==> src/rtl/hex_display_ctrl.sv <==
// rtl/hex_display_ctrl.sv - hex counter/latch driving active-low 7-segment digits
// Optional blink support is built when HEX_DISPLAY_BLINK_EN is defined.
module hex_display_ctrl #(
  parameter int NUM_DIGITS = 6,
  parameter int BLINK_HALF = 25000000
) (
  input  logic                    clk,
  input  logic                    rst_n,
  input  logic                    load,
  input  logic [4*NUM_DIGITS-1:0] value,
  input  logic                    inc,
  input  logic                    lz_en,
  input  logic [NUM_DIGITS-1:0]   blink_mask,
  output logic [7*NUM_DIGITS-1:0] seg_n,
  output logic                    ovf
);

  localparam int WW = 4 * NUM_DIGITS;
  localparam int SW = 7 * NUM_DIGITS;

  logic [WW-1:0] word_q, word_d;
  logic          ovf_q, ovf_d;
  logic [SW-1:0] seg_q, seg_d;
  logic          phase;

  function automatic logic [6:0] enc(input logic [3:0] n);
    case (n)
      4'h0: enc = 7'h40;
      4'h1: enc = 7'h79;
      4'h2: enc = 7'h24;
      4'h3: enc = 7'h30;
      4'h4: enc = 7'h19;
      4'h5: enc = 7'h12;
      4'h6: enc = 7'h02;
      4'h7: enc = 7'h78;
      4'h8: enc = 7'h00;
      4'h9: enc = 7'h10;
      4'hA: enc = 7'h08;
      4'hB: enc = 7'h03;
      4'hC: enc = 7'h46;
      4'hD: enc = 7'h21;
      4'hE: enc = 7'h06;
      default: enc = 7'h0E;
    endcase
  endfunction

`ifdef HEX_DISPLAY_BLINK_EN
  localparam int CW = $clog2(BLINK_HALF);

  logic [CW-1:0] cnt_q, cnt_d;
  logic          phase_q, phase_d;

  always_comb begin
    cnt_d   = cnt_q + CW'(1);
    phase_d = phase_q;
    if (cnt_q == CW'(BLINK_HALF - 1)) begin
      cnt_d   = '0;
      phase_d = ~phase_q;
    end
  end

  always_ff @(posedge clk or negedge rst_n) begin
    if (!rst_n) begin
      cnt_q   <= '0;
      phase_q <= 1'b0;
    end else begin
      cnt_q   <= cnt_d;
      phase_q <= phase_d;
    end
  end

  assign phase = phase_q;
`else
  logic unused_cfg;
  assign unused_cfg = ^{blink_mask, BLINK_HALF};
  assign phase      = 1'b0;
`endif

  // Load has priority; an increment only pulses ovf when it actually runs.
  always_comb begin
    word_d = word_q;
    ovf_d  = 1'b0;
    if (load) begin
      word_d = value;
    end else if (inc) begin
      word_d = word_q + WW'(1);
      ovf_d  = &word_q;
    end
  end

  // Walk from the most significant digit; lead stays set while all digits so far are zero.
  logic       lead;
  logic [3:0] nib;
  logic       blank;

  always_comb begin
    seg_d = '0;
    lead  = 1'b1;
    nib   = 4'h0;
    blank = 1'b0;
    for (int i = NUM_DIGITS - 1; i >= 0; i--) begin
      nib   = word_q[4*i +: 4];
      blank = (lz_en && lead && (nib == 4'h0) && (i != 0)) || (phase && blink_mask[i]);
      seg_d[7*i +: 7] = blank ? 7'h7F : enc(nib);
      if (nib != 4'h0) lead = 1'b0;
    end
  end

  always_ff @(posedge clk or negedge rst_n) begin
    if (!rst_n) begin
      word_q <= '0;
      ovf_q  <= 1'b0;
      seg_q  <= {NUM_DIGITS{7'h7F}};
    end else begin
      word_q <= word_d;
      ovf_q  <= ovf_d;
      seg_q  <= seg_d;
    end
  end

  assign seg_n = seg_q;
  assign ovf   = ovf_q;

endmodule

==> config.mk <==
export PLATFORM = sky130hd
export DESIGN_NAME = hex_display_ctrl
export DESIGN_NICKNAME = d
export VERILOG_FILES = /design/src/rtl/hex_display_ctrl.sv
export SDC_FILE = /design/constraint.sdc
export NUM_CORES = 1
export LEC_CHECK = 0
export BUFFER_PORTS_ARGS = -buffer_cell sky130_fd_sc_hd__clkbuf_2
export CAP_MARGIN = 20
export CELL_PAD_IN_SITES_DETAIL_PLACEMENT = 0
export CELL_PAD_IN_SITES_GLOBAL_PLACEMENT = 1
export CORE_MARGIN = 5
export CORE_UTILIZATION = 43
export DETAILED_ROUTE_END_ITERATION = 8
export PLACE_DENSITY_LB_ADDON = 0.1
export SLEW_MARGIN = 20
export SYNTH_ARGS = -nofsm -noshare
export SYNTH_HDL_FRONTEND = slang
export SYNTH_SLANG_ARGS = --single-unit
==> constraint.sdc <==
create_clock -name clk -period 2.65 [get_ports clk]
set_clock_uncertainty 0.05 [all_clocks]
set_input_delay 0.795 -clock clk [delete_from_list [all_inputs] [get_ports clk]]
set_output_delay 0.795 -clock clk [all_outputs]
set_load 0.005 [all_outputs]
==> results by group <==
Logic synthesis
  • Syn nets: 525
  • Synth Warn #: 0
  • Synthesized area per cell: about 9.3 um^2
  • EDFF count, synth: 0
  • Top cells by area, synth: dfstp_2, dfrtp_1, ha_1, o21ai_0, nand2_1
  • Netlist cell types: between 50 and 60
  • Post-Synthesis Cell Area: 4250 um^2
  • Largest area contributor in the netlist: dfstp_2
  • Post-synthesis sequential area ratio: around 41%
  • Gate Count Post-Synth: ~460
  • Synth async-reset ratio: 100%
  • Top_reg_cell synth: dfstp_2
  • Post-synth top area share: between 20% and 30%
  • Synth Register Bits: 67

Timing
  • Final Cycle Share: between 80% and 90%
  • RSZ-0062 raised after global routing: false
  • Worst Hold Slack: about 0.41 ns
  • Slew @ Worst Pin: 0.670 ns
  • Final min period: approximately 2.3 ns
  • Final worst slack: 0.316 ns
  • Final setup TNS: 0 ns
  • Max_slew headroom: 55.4%
  • Endpoints failing hold: 0
  • Setup violations, final: 0
  • Final Max Tran Viols: 0
  • Max Clk Rate: roughly 0.43 GHz

Pwr
  • PwrDens: roughly 560 nW/um^2
  • Tot Pwr: between 2 and 3 mW
  • Pleak: about 2.2 nW
  • Peak VDD IR: 0.271 mV

Setup path
  • Crit path cell chain: inv_1, ha_1, and4bb_4, nand4_4, or4b_1, o211ai_2
  • Critical Path Max Stage Delay: between 0.7 and 0.8 ns
  • CP Max Fanout: 8
  • CP required: around 2.9 ns
  • Crit path max-delay family: simple AND/OR/NAND/NOR gates
  • Crit Path Class: register to register
  • Worst path arrival time: about 2.5 ns
  • CP Launch Type: register
  • Worst Setup End Kind: register
  • CP Buf/Inv Count: 1
  • Slowest CP cell: or4b_1

Drt
  • Detail Route Antenna Nets: 0
  • Vias post-DR: approximately 3,400
  • TritonRoute pass-1 iters: 4
  • DR vias/cell: ~5.2
  • Routed len/inst: 14.5 um
  • Residual DRC: 0
  • Initial DRC Count: 155
  • Final wirelength: around 9500 um

Global route
  • Global-route wire length before repair: ~16,000 um
  • Number of antenna violations at the first check in global routing: 0
  • Gr ovfl total: 0
  • Overall Global Routing Usage: between 10% and 20%
  • Largest net degree at the start of global routing: 29
  • Vias in the first global route: ~3,200

Clock network
  • Post-cts sizing count: 0
  • Root buffer selected by CTS: clkbuf_8
  • TritonCTS Buffers: 9
  • Postcts setup bufs: 0
  • H-tree Lvls: 3
  • Hold_buf cts: 0
  • Clock transition at path regs: roughly 0.070 ns
  • CTS tree: done
  • CTS Sinks: 67
  • Clock buffer depth: 2
  • Clock latency at the later pin of the worst-skew pair: about 0.34 ns

Final layout
  • Most frequent cells in the layout: clkbuf_2, nand2_1, o21ai_0, dfstp_2, ha_1
  • Commonest non-fill, non-tap cell in the layout: clkbuf_2
  • Fillers: 953
  • # diodes: 0
  • Final Util: 50.5%
  • Fraction of layout cells with a size suffix above 1: between 20% and 30%
  • Design Area, Final: a little under 5000 um^2
  • Area Overhead vs Synth: 15.1%
  • Non-filler instance count after layout: ~650
  • # nets final: a little under 600

Floorplanning
  • Rows: 36
  • Die H: 109 um
  • Die W: about 110 um
  • I/O pin count: 78
  • Area of the core: 9680 um^2
  • Initial Util: approximately 44%
  • Die area: between 10,000 and 15,000 um^2

Placed design
  • Port buffer count: 71
  • Worst slack at placement: ~0.27 ns
  • Placement Cell Area: 4740 um^2
  • Dpl hpwl: ~7000 um
  • Cells after DPL: 640
  • GP Congestion: about 0.8

Job
  • Max Cap Viol: 0

Status
  • Result of the run: completed

Min path
  • Min-delay worst type: primary input to async pin
-- final cells by class --
class                      instances  area, um^2  area share [%]
sequential                        67        1730            35.4
tap                              133         166            3.40
timing repair buffer              84         478            9.78
multi-input combinational        332        2280            46.6
inverter                          24        90.1            1.84
clock buffer                      13         149            3.05
-- power by group --
part / total, mW / switching (mW) / internal (mW)
Clock: 0.704 / 0.353 / 0.351
Combinational: 0.692 / 0.371 / 0.321
Sequential: 1.36 / 0.120 / 1.24
-- metal layers --
layer | track usage, % | routed length (um) | up-vias
met3 | 4.11 | 437 | 11
met4 | 6.06 | 138 | 0
met2 | 25.7 | 4380 | 62
li1 | - | - | 1726
met5 | 0 | 0 | -
met1 | 22.8 | 4530 | 1621
-- cells by family (layout without fill, tap and decap cells) --
kind of cell	Yosys count	count (layout)	share of synthesized area (%)
AO/OA/AOI/OAI	104	104	15.5
multiplexers	18	18	4.68
XOR/XNOR	17	17	3.51
adder cells (fa/ha/maj)	35	35	10.3
flip-flops	67	67	40.7
AND/OR/NAND/NOR	158	158	19.6
buffers and inverters	56	121	5.71
-- synthesized netlist by cell type (all sizes together), types with 2 or more instances --
library cell,n
nand3,11
xor2,3
nand2b,9
a31oi,5
nor4,11
a21o,2
mux2,5
o311ai,5
a21bo,2
a21boi,2
o21ai,45
dfrtp,25
nor2,30
nand2,58
inv,24
nor2b,5
and2,2
clkbuf,16
a22oi,4
ha,35
dfstp,42
buf,16
a31o,2
xnor2,14
o22ai,3
nor3,5
mux2i,12
a32oi,2
o221ai,2
nand3b,3
nand4,15
nor4b,3
a32o,2
a21oi,15
o211ai,7
-- state kept, by name, indices dropped and copies added (netlist names) --
register,cells
seg_n,42
word_q,24
ovf,1
-- path summary, 6_finish.rpt --
check	start	end	slack, ns	cells past startpoint
min in group clk	word_q[18]$_DFFE_PN0P_	seg_n[34]$_DFF_PN1_	0.54	3
min	rst_n	word_q[18]$_DFFE_PN0P_	0.41	1
max in group asynchronous	rst_n	seg_n[11]$_DFF_PN1_	1.51	2
min reg2reg	word_q[18]$_DFFE_PN0P_	seg_n[34]$_DFF_PN1_	0.54	3
max	word_q[21]$_DFFE_PN0P_	seg_n[19]$_DFF_PN1_	0.32	6
max reg2reg	word_q[21]$_DFFE_PN0P_	seg_n[19]$_DFF_PN1_	0.32	6
No activity file was read; power rests on OpenSTA's default activity.
